$ cat src/rtl/imem_dmem_port_arbiter.sv
// imem_dmem_port_arbiter: shares one single-ported memory between fetch and data stages, data-first with bounded fetch starvation
module imem_dmem_port_arbiter #(
  parameter int STARVE_LIMIT = 4
) (
  input  logic        clk,
  input  logic        rst,
  input  logic        i_req,
  input  logic [31:0] i_addr,
  input  logic        i_kill,
  output logic        i_gnt,
  output logic        i_resp,
  output logic [31:0] i_rdata,
  input  logic        d_req,
  input  logic [31:0] d_addr,
  input  logic [3:0]  d_rmask,
  input  logic [3:0]  d_wmask,
  input  logic [31:0] d_wdata,
  output logic        d_gnt,
  output logic        d_resp,
  output logic [31:0] d_rdata,
  output logic        mem_req,
  output logic [31:0] mem_addr,
  output logic [3:0]  mem_rmask,
  output logic [3:0]  mem_wmask,
  output logic [31:0] mem_wdata,
  input  logic [31:0] mem_rdata,
  input  logic        mem_resp,
  output logic        err_spurious
);
  localparam int CW = $clog2(STARVE_LIMIT + 1);
  typedef enum logic [1:0] {IDLE, I_WAIT, D_WAIT, I_DRAIN} state_t;
  state_t state, state_nxt;
  logic [CW-1:0] starve_cnt;
  logic idle, force_i, d_win, i_win;
  assign idle    = state == IDLE;
  assign force_i = i_req & !i_kill & (starve_cnt == CW'(STARVE_LIMIT));
  assign d_win   = !rst & idle & d_req & !force_i;
  assign i_win   = !rst & idle & !d_win & i_req & !i_kill;
  assign i_gnt   = i_win;
  assign d_gnt   = d_win;
  assign mem_req = i_win | d_win;
  // rst gates every output so an abandoned transaction never leaks a response
  always_comb begin
    mem_addr     = d_win ? d_addr : i_win ? i_addr : '0;
    mem_rmask    = d_win ? d_rmask : i_win ? 4'hF : '0;
    mem_wmask    = d_win ? d_wmask : '0;
    mem_wdata    = d_win ? d_wdata : '0;
    i_resp       = !rst & (state == I_WAIT) & mem_resp & !i_kill;
    d_resp       = !rst & (state == D_WAIT) & mem_resp;
    i_rdata      = i_resp ? mem_rdata : '0;
    d_rdata      = d_resp ? mem_rdata : '0;
    err_spurious = !rst & idle & mem_resp;
    state_nxt    = idle ? (d_win ? D_WAIT : i_win ? I_WAIT : IDLE)
                 : mem_resp ? IDLE
                 : (state == I_WAIT && i_kill) ? I_DRAIN : state;
  end
  always_ff @(posedge clk) begin
    if (rst) begin
      state      <= IDLE;
      starve_cnt <= '0;
    end else begin
      state <= state_nxt;
      if (i_win || (idle && !i_req))
        starve_cnt <= '0;
      else if (d_win && i_req && !i_kill && starve_cnt != CW'(STARVE_LIMIT))
        starve_cnt <= starve_cnt + 1'b1;
    end
  end
endmodule

$ cat config.mk
export PLATFORM = sky130hd
export DESIGN_NAME = imem_dmem_port_arbiter
export DESIGN_NICKNAME = d
export VERILOG_FILES = /design/src/rtl/imem_dmem_port_arbiter.sv
export SDC_FILE = /design/constraint.sdc
export NUM_CORES = 1
export LEC_CHECK = 0
export ABC_AREA = 1
export ABC_CLOCK_PERIOD_IN_PS = 4700
export CAP_MARGIN = 20
export CORE_AREA = 2 2 110 112
export DETAILED_ROUTE_END_ITERATION = 12
export DIE_AREA = 0 0 112 114
export GPL_ROUTABILITY_DRIVEN = 1
export HOLD_SLACK_MARGIN = 0.1
export PLACE_DENSITY = 0.69
export SLEW_MARGIN = 20
export SYNTH_ARGS = -nofsm -noshare
export SYNTH_HDL_FRONTEND = slang
export SYNTH_SLANG_ARGS = --single-unit
export TNS_END_PERCENT = 1
$ cat constraint.sdc
create_clock -name clk -period 4.7 [get_ports clk]
set_input_delay 0.94 -clock clk [delete_from_list [all_inputs] [get_ports clk]]
set_output_delay 0.94 -clock clk [all_outputs]
set_load 0.01 [all_outputs]
[After elaboration in Yosys (flattened, before gate mapping)]
Cells that the tools add are included.
Word-level totals
  register bits: 5
  input bits: 142
  output and inout bits: 142
  word-level logic and storage cells: 49
Operators by class
  equality and inequality tests: 4
  add/subtract/negate cells: 1
  bitwise logic cells: 15
  muxes and demuxes: 13
  reductions and logical operators: 14
Operators with widths (count)
  32-bit two-way mux: 5
  1-bit AND: 14
  4-bit two-way mux: 3
  2-bit two-way mux: 4
  1-bit logical AND: 5
  1-bit logical NOT: 5
  3-bit by 1-bit adder with 3-bit output, second input constant: 1
  3-bit equality test, second input constant: 1
  3-bit inequality test, second input constant: 1
  3-bit nonzero test: 1
  2-bit by 1-bit equality test with 1-bit output, second input constant: 1
  2-bit equality test, second input constant: 1
  2-bit logical NOT: 1
  2-bit OR reduction: 1
  1-bit logical OR: 1
  1-bit two-way mux: 1
  1-bit OR: 1

[Longest topological paths before layout]
Gate-level depths: netlist of the first run.
  word-level depth: 12
  mapped depth: 9
  gate-level depth less buffers: 8

[Worst setup path after synthesis of the first run]
Ideal clock, no wire load.
  path kind: input to output
  from: input i_kill
  to: output mem_req
  buffers on the path: 2
  slack: 2.017 ns
  data required time: 3.760 ns
  arrival time: 1.743 ns
  stages: 8
  cells stage by stage: inv_1 > nand2_1 > nor2_1 > nor2_4 > inv_2 > buf_6 > buf_6 > nand2_1
Between the ends
  longest elaborated chain between the ends: 10
RTL lines
  start, declared: RTL line 9  | input logic i_kill,
  1-bit logical NOT (*): RTL line 36, 38
  1-bit AND (2 in a row): RTL line 36  | assign force_i = i_req & !i_kill & (starve_cnt == CW'(STARVE_LIMIT));
  1-bit logical NOT: RTL line 37  | assign d_win = !rst & idle & d_req & !force_i;
  1-bit AND: RTL line 37
  1-bit logical NOT: RTL line 38  | assign i_win = !rst & idle & !d_win & i_req & !i_kill;
  1-bit AND (3 in a row): RTL line 38
  1-bit OR (*): RTL line 41  | assign mem_req = i_win | d_win;
  end, declared: RTL line 21  | output logic mem_req,
Mark *: on every way between the ends. The rest lies on a longest branch, timed or not.

[Worst setup path in the final report of the first run]
  from: input rst
  to: output mem_addr[11]
Between the ends
  longest elaborated chain between the ends: 10
RTL lines
  start, declared: RTL line 6  | input logic rst,
  1-bit logical NOT (*): RTL line 37, 38
  1-bit AND (*): RTL line 37, 38
  1-bit AND (2 in a row): RTL line 37
  1-bit logical NOT: RTL line 38
  1-bit AND (3 in a row): RTL line 38
  32-bit two-way mux: RTL line 44  | mem_addr = d_win ? d_addr : i_win ? i_addr : '0;
  32-bit two-way mux (*): RTL line 44
  end, declared: RTL line 22  | output logic [31:0] mem_addr,
Marks and branches as above.

==> run metrics, run 1 <==
post-synthesis adder-cell area fraction 1.530%; most common cell after layout, fill and taps aside clkdlybuf4s50_1; drt first pass iters 4; clock-pin slew on the worst setup and hold paths 30 ps; CTS H-tree lvls 1; Core ar. 11,710 um^2; total power 483.3 uW; sequential element share of the synthesized area 6.121%; syn avg cell area 4.726 um^2; CTS Buf Count 3; Fin. Hold Viols 0; Critical Path RT between 3000 and 4000 ps; Via Count 2,862; Net count, final 765; Worst Path Max Fanout 33; hold_buf cts 0; most frequent cells in the layout 283 x clkdlybuf4s50_1, 114 x nand2_1, 89 x nor2_1, 78 x inv_1, 13 x nor2_4; HP Start starve_cnt[1]; CTS tree built; first-pass GRT wire length 12,270 um; Worst Max-Slew Pin Slew 540.7 ps; clock root cell clkbuf_16; Max-cap violations 0; number of I/O pins ~280; GRT Overall Usage 11.56%; CP Launch Point rst; Data arrival, critical path 3110 ps; GRT Residual Overflow 0; Post-Syn Area 1635 um^2; Fmax achieved 246.7 MHz; R2R Path Start starve_cnt[0]; area grow syn2layout 183.1%; die area 12,770 um^2; Routed Antenna Nets 0; synthesized net count between 400 and 500; Non-Filler Instances about 770; worst ir drop on vdd around 97 uV; largest net degree at the start of global routing 38; CP Launch Type primary input; Slew headroom 63.90%; Vias/cell 3.731; synthesized instance count between 300 and 400; XOR/XNOR Fraction of Synth Area 0.5356%; Yosys warning count 0; Post-CTS Setup Bufs 0; skew final about 1.6 ps; CTS Buffer Depth 2; Die Ht 114 um; Setup TNS 0 ps; # clock sinks 5; register bit count reported by yosys 5; initial antenna violation count 0; Starting Density ~14%; DRC 0; Initial DRC Count 104; Diodes inserted 0; fillers approximately 1,300; largest family of logic cells by synthesized area simple AND/OR/NAND/NOR gates; post_cts resized 0; die extent in x 112 um; cell count after placement 763; max-slew violation count 0; PortBufs 283; RSZ-0062 raised after global routing false; mux contribution to synthesized area 0%; power density cells 104.4 nW/um^2; class of the worst hold path reg -> reg; vias in the first global route about 2,600; pre-CTS WS 602.1 ps; RD Place Congestion 0.7543; layout cells sized above 1 between 5 and 6%; setup ws final 646.1 ps; # rows 40; Wirelength per Cell 10.80 um; Worst setup EP type output pin; Crit Path Category in -> out; Final min period between 4000 and 5000 ps; Final period util approximately 86%; P_leak between 0.002 and 0.0025 uW; drt total wl ~8300 um; final setup violation count 0; Synth cell types 19; Clk Latency, worst-skew pair between 200 and 250 ps; Compound-Gate Fraction of Synth Area 2.295%; hpwl dp 7166 um; post-synthesis simple-gate area fraction 61.90%; status finished, final reports clean
kinds of logic after synthesis:
kind of cell / after synthesis
adder cells (fa/ha/maj): 2
XOR/XNOR: 1
AND/OR/NAND/NOR: 233
flip-flops: 5
AO/OA/AOI/OAI: 6
buffers and inverters: 99
synthesized netlist by cell type (all sizes together):
cell	count	area [um^2]
o2111ai	1	8.760
inv	82	307.8
nand3	6	30.03
buf	17	143.9
dfxtp	5	100.1
a21oi	5	28.78
ha	2	25.02
nand2	117	451.7
xor2	1	8.760
nor2	110	530.5
routing by layer:
layer / routed length [um] / vias up / track usage [%] / part of all wire [%]
met2: 4401 / 167 / 23.56 / 53
met5: 0 / - / 0 / 0
met4: 59 / 0 / 2.439 / 0.71
met3: 850 / 4 / 2.976 / 10
li1: - / 1504 / - / -
met1: 2974 / 1187 / 11.75 / 36
flip-flops by register name, summed over array words and instances (netlist names):
signal / cells
starve_cnt: 3
state: 2
layout make-up:
type	count	area, um^2	area share, %
clock buffer	4	78.83	1.703
inverter	82	307.8	6.649
multi-input combinational	242	1084	23.41
sequential	5	100.1	2.162
tap	147	183.9	3.973
timing repair buffer	287	2875	62.11
worst paths after layout:
path / endpoint / slack [ps] / depth (start not counted)
max: mem_addr[11] / 650 / 9
min: starve_cnt[1] / 490 / 2
max reg2reg: starve_cnt[2] / 3310 / 7
min reg2reg: starve_cnt[1] / 490 / 2
where the power goes:
group | internal [uW] | switching [uW]
Clock | 113 | 28.9
Combinational | 187 | 110
Sequential | 43.8 | 1.36
Total | 343 | 140
worst max-delay path: stages:
cell             delay [ps]
clkdlybuf4s50_1         520
inv_1                   120
nand2_1                 110
nor2_4                  150
nand2_4                 110
inv_2                   420
nand2_1                 110
nand2_1                  80
clkdlybuf4s50_1         540
stage by stage:
step	cell area [um^2]	hold WS [ps]	util, %
3_5_place_dp	4551	482.4	38.86
6_report	4629	491.0	39.53
4_1_cts	4629	488.0	39.53
5_1_grt	4629	528.4	39.53
2_1_floorplan	1635	456.8	-
3_3_place_gp	4551	480.4	38.86
No activity file was read; power rests on OpenSTA's default activity.
==> inputs of run 2 (changes only) <==
--- a/config.mk
+++ b/config.mk
@@ -7,12 +7,10 @@
 export LEC_CHECK = 0
 export ABC_AREA = 1
 export ABC_CLOCK_PERIOD_IN_PS = 4700
-export CAP_MARGIN = 20
 export CORE_AREA = 2 2 110 112
 export DETAILED_ROUTE_END_ITERATION = 12
 export DIE_AREA = 0 0 112 114
 export GPL_ROUTABILITY_DRIVEN = 1
-export HOLD_SLACK_MARGIN = 0.1
 export PLACE_DENSITY = 0.69
 export SLEW_MARGIN = 20
 export SYNTH_ARGS = -nofsm -noshare
==> results of run 2 <==
The final DEF is identical to that of run 1; final timing and power are the same.
